## src/rtl/bit_population_counter.sv

```systemverilog
// Pipelined popcount: zero-pad to whole nibbles, count each nibble with a
// small table, then reduce through a binary adder tree with spread-out stages.
module bit_population_counter #(
  parameter int WIDTH     = 128,
  parameter int PIPE_SIZE = 1
) (
  input  logic                   clk_i,
  input  logic                   srst_i,
  input  logic [WIDTH-1:0]       data_i,
  input  logic                   data_val_i,
  output logic [$clog2(WIDTH):0] data_o,
  output logic                   data_val_o
);

  localparam int OW     = $clog2(WIDTH) + 1;
  localparam int NIB    = (WIDTH + 3) / 4;
  localparam int PADW   = 4 * NIB;
  localparam int LEVELS = $clog2(NIB);
  localparam int INNER  = (PIPE_SIZE - 1 < LEVELS) ? PIPE_SIZE - 1 : LEVELS;
  localparam int OUTS   = PIPE_SIZE - INNER;

  function automatic int nodes_at(int p);
    return (NIB + (1 << p) - 1) >> p;
  endfunction

  // Boundary p gets a register when the even spread of INNER stages over
  // LEVELS boundaries steps between p and p+1.
  function automatic bit reg_at(int p);
    if (LEVELS == 0) return 1'b0;
    return ((p + 1) * INNER) / LEVELS > (p * INNER) / LEVELS;
  endfunction

  function automatic logic [2:0] nib_count(logic [3:0] n);
    case (n)
      4'h0:                         return 3'd0;
      4'h1, 4'h2, 4'h4, 4'h8:       return 3'd1;
      4'h3, 4'h5, 4'h6, 4'h9,
      4'ha, 4'hc:                   return 3'd2;
      4'h7, 4'hb, 4'hd, 4'he:       return 3'd3;
      default:                      return 3'd4;
    endcase
  endfunction

  logic [PADW-1:0] data_pad;
  assign data_pad = PADW'(data_i);

  // Every partial sum is bounded by WIDTH, so OW bits hold any node exactly.
  for (genvar p = 0; p <= LEVELS; p++) begin : g_lvl
    localparam int N   = nodes_at(p);
    localparam bit REG = (p < LEVELS) && reg_at(p);

    logic [OW-1:0] sum_c [N];
    logic [OW-1:0] sum_o [N];
    logic          val_c;
    logic          val_o;

    if (p == 0) begin : g_leaf
      assign val_c = data_val_i;
      for (genvar i = 0; i < N; i++) begin : g_nib
        assign sum_c[i] = OW'(nib_count(data_pad[4*i +: 4]));
      end
    end else begin : g_add
      localparam int NP = nodes_at(p - 1);
      assign val_c = g_lvl[p-1].val_o;
      for (genvar i = 0; i < N; i++) begin : g_node
        if (2*i + 1 < NP) begin : g_pair
          assign sum_c[i] = g_lvl[p-1].sum_o[2*i] + g_lvl[p-1].sum_o[2*i+1];
        end else begin : g_single
          assign sum_c[i] = g_lvl[p-1].sum_o[2*i];
        end
      end
    end

    if (REG) begin : g_reg
      always_ff @(posedge clk_i or negedge srst_i) begin
        if (!srst_i) begin
          val_o <= 1'b0;
          sum_o <= '{default: '0};
        end else begin
          val_o <= val_c;
          sum_o <= sum_c;
        end
      end
    end else begin : g_wire
      assign val_o = val_c;
      assign sum_o = sum_c;
    end
  end

  // Output register plus any surplus stages as plain delays; each holds
  // its last result while no valid word passes through.
  logic [OW-1:0]   out_q [OUTS];
  logic [OUTS-1:0] out_v;

  always_ff @(posedge clk_i or negedge srst_i) begin
    if (!srst_i) begin
      out_v <= '0;
      out_q <= '{default: '0};
    end else begin
      out_v[0] <= g_lvl[LEVELS].val_o;
      if (g_lvl[LEVELS].val_o) out_q[0] <= g_lvl[LEVELS].sum_o[0];
      for (int k = 1; k < OUTS; k++) begin
        out_v[k] <= out_v[k-1];
        if (out_v[k-1]) out_q[k] <= out_q[k-1];
      end
    end
  end

  assign data_o     = out_q[OUTS-1];
  assign data_val_o = out_v[OUTS-1];

endmodule

```

## config.mk

```make
export PLATFORM = sky130hd
export DESIGN_NAME = bit_population_counter
export DESIGN_NICKNAME = d
export VERILOG_FILES = /design/src/rtl/bit_population_counter.sv
export SDC_FILE = /design/constraint.sdc
export NUM_CORES = 1
export LEC_CHECK = 0
export CAP_MARGIN = 40
export CORE_ASPECT_RATIO = 0.9
export CORE_UTILIZATION = 50
export CTS_CLUSTER_DIAMETER = 150
export DETAILED_ROUTE_END_ITERATION = 12
export HOLD_SLACK_MARGIN = 0.03
export PLACE_DENSITY = 0.8
export REMOVE_ABC_BUFFERS = 1
export SLEW_MARGIN = 20
export SYNTH_ARGS = -nofsm -noshare
export SYNTH_HDL_FRONTEND = slang
export SYNTH_SLANG_ARGS = --single-unit
```

## constraint.sdc

```tcl
create_clock -name clk_i -period 0.9 [get_ports clk_i]
set_input_delay 0.18 -clock clk_i [delete_from_list [all_inputs] [get_ports clk_i]]
set_output_delay 0.18 -clock clk_i [all_outputs]
set_load 0.02 [all_outputs]
```

==> reports/qor.txt <==
status = complete, but fails checks
failing checks = setup timing
vias in the first global route = 6,169
Final min period = 6.02 ns
Slew @ Worst Pin = 0.376 ns
Post-synth EDFFs = 0
critical path's top delay family = adder cells
crit-path max FO = 3
share of the yosys chip area belonging to registers = 3.76%
worst hold slack = 0.237 ns
Critical Path Source = data_i[64]
fin. max-slew vios = 0
fmax = 166 MHz
Area Overhead vs Synth = 53.7%
final hold violations = 0
# diodes = 0
residual DRC count = 0
synth top area cells = fa_1, ha_1, inv_1, xnor2_1, mux2i_1
# H-tree levels = 1
CP arrival = 6.13 ns
initial antenna violation count = 0
RSZ-0062 raised after global routing = true
GPL Wtd Cong = 0.834
Setup CP Type = in2reg
row count = 37
P_leak = 4.63 nW
die area = 12,400 um^2
Peak supply drop = 0.00518 V
flops & latches, synth = 9
worst r2r path cells = 4
Critical Path Stages = 22
DRT iter0 DRCs = 102
CTS clk-pin slew, worst paths = 0.04 ns
antenna-violating nets left = 0
Multi-input gate area = 6130 um^2
final wirelength = 16.7 mm
Port Buf Inserts = 139
TritonRoute pass-1 iters = 4
top cell type's share of synthesized area = 30.4%
synth unique cells = 26
Root Driver = clkbuf_16
crit share post-route = 668%
Post-Syn Instances = 645
largest net degree at the start of global routing = 10
Max-slew headroom = 74.7%
Buf+Inv Stages, Crit Path = 7
first-pass GRT wire length = 26.8 mm
GRT Overall Usage = 26.3%
Async S/R FF share, synth = 100%
most common cell in the netlist = inv_1
Power, Total = 41.9 mW
Setup-failing EPs final = 17
Hold WC Path Type = in2async
Avg WL per Cell = 16.2 um
CP Capture Type = flop
clock latency on the worst-skew pair = 0.24 ns
Avg Cell Area, Syn = 9.29 um^2
CTS tree = done
Worst path slowest cell = fa_1
initial core utilization = 52.0%
total gr overflow = 0
clk sink count = 9
CP cell instances = clkdlybuf4s15_2, ha_1, mux2i_1, a21oi_2, fa_1, fa_1, inv_2, fa_2, fa_1, fa_1, inv_2, fa_2, fa_2, inv_2, ha_4, ha_4, inv_2, fa_2, buf_4, buf_6, xnor2_2, mux2_4
CTS buffer count = 3
core area = 11,500 um^2
Worst R2R Start = data_o[7]$_DFFE_PN0P_
Setup crit start kind = input port
share of cells above drive strength 1 = 45.6%
I/O pins = 140
die width = 117 um
Layout Nets = 1,215
peak per-stage delay on the critical path = 0.57 ns
deepest clock path buffer count = 2
Detail Placement HPWL = 12.2 mm
power per cell area = 4550 nW/um^2
register area = 225 um^2
final worst slack = -5.12 ns
ys flop type = dfrtp_1
Post-synth top cells = inv_1, ha_1, fa_1, xnor2_1
Mapped Area = 5990 um^2
Finished Cell Area = 9210 um^2
FILL cells = 675
WP data required = 1.02 ns
die height = 106 um
Max Cap Viol = 0
Via Count = 5,308
clk_skew = 0 ns
Vias/cell = 5.14
Yosys warning count = 0
dominant cell type by area after synthesis = fa_1
cell area after placement = 8180 um^2
[final cells by class]
| cell class | instances | area share, % |
|---|---|---|
| Clock buffer | 4 | 0.856 |
| Inverter | 162 | 6.88 |
| Multi-Input combinational cell | 472 | 66.6 |
| Sequential cell | 9 | 2.45 |
| Tap cell | 156 | 2.12 |
| Timing Repair Buffer | 230 | 21.1 |
[layer usage]
metal | vias up | routed length (um) | GRT usage, %
li1 | 2459 | - | -
met1 | 2645 | 6130 | 27.7
met2 | 158 | 9490 | 53.3
met3 | 46 | 637 | 3.19
met4 | 0 | 457 | 8.63
met5 | - | 0 | 0
[state kept, by name, summed over array words and instances, names as in the netlist]
| signal | cells |
|---|---|
| data_o | 8 |
| data_val_o | 1 |
[path summary, 6_finish.rpt]
path	end	slack (ns)
worst max-delay path	data_o[3]$_DFFE_PN0P_	-5.12
worst max register to register	data_o[7]$_DFFE_PN0P_	-0.09
worst min-delay path	data_o[4]$_DFFE_PN0P_	0.24
min in group clk_i	data_val_o$_DFF_PN0_	0.59
worst min register to register	data_o[4]$_DFFE_PN0P_	0.63
max in group asynchronous	data_o[0]$_DFFE_PN0P_	0.53
[cells by family after synthesis]
family | count (synthesis) | synth area share [%]
AO/OA/AOI/OAI | 65 | 6.29
XOR/XNOR | 67 | 9.80
flip-flops | 9 | 3.76
AND/OR/NAND/NOR | 85 | 6.87
multiplexers | 49 | 8.56
adder cells (fa/ha/maj) | 206 | 54.4
buffers and inverters | 164 | 10.3
[worst reg2reg max path: cells and delay by family (launching register included)]
kind	cells	cell delay [ns]
AND/OR/NAND/NOR	1	0.14
flip-flops	1	0.40
AO/OA/AOI/OAI	1	0.06
buffers and inverters	2	0.27
[metrics by stage]
| step | utilization, % | instances | setup slack (ns) | setup TNS [ns] |
|---|---|---|---|---|
| after floorplan | - | 643 | -5.22 | -38.21 |
| after global placement | 71.0 | 1020 | -5.85 | -45.49 |
| after detailed placement | 71.0 | 1020 | -6.00 | -46.31 |
| after CTS | 77.9 | 1029 | -5.06 | -37.71 |
| after global routing | 79.9 | 1033 | -5.28 | -39.43 |
| final | 79.9 | 1033 | -5.12 | -38.14 |
[cells in the final DEF (no fill, tap or decap), drive strengths merged]
cell type / n
o21a: 1
clkdlybuf4s50: 22
o211a: 1
mux2i: 31
ha: 115
dlymetal6s2s: 4
a31o: 1
dlygate4sd2: 28
clkbuf: 33
nor2b: 6
inv: 162
fa: 91
a21oi: 16
nand2: 30
nor2: 15
a31oi: 1
mux2: 18
nand3: 12
xor2: 26
dfrtp: 9
clkdlybuf4s15: 11
a211oi: 8
o211ai: 1
or3: 2
xnor2: 41
and3: 20
o31a: 3
o21ai: 31
a21o: 2
buf: 136
[where the power goes]
group	leakage, nW	switching, mW	internal, mW	total [mW]
registers	0.107	0.159	0.736	0.896
clock network	0.0382	0.217	0.595	0.811
logic	4.48	19.6	20.6	40.2
[timing repair]
item / 4_1_cts / 5_1_grt
pin swaps: 89 / 76
hold buffers: 0 / 0
endpoints found under the setup margin: 17 / 17
setup buffers: 5 / 4
gates resized for setup: 513 / 148
Power figures use the tool's default switching activity.
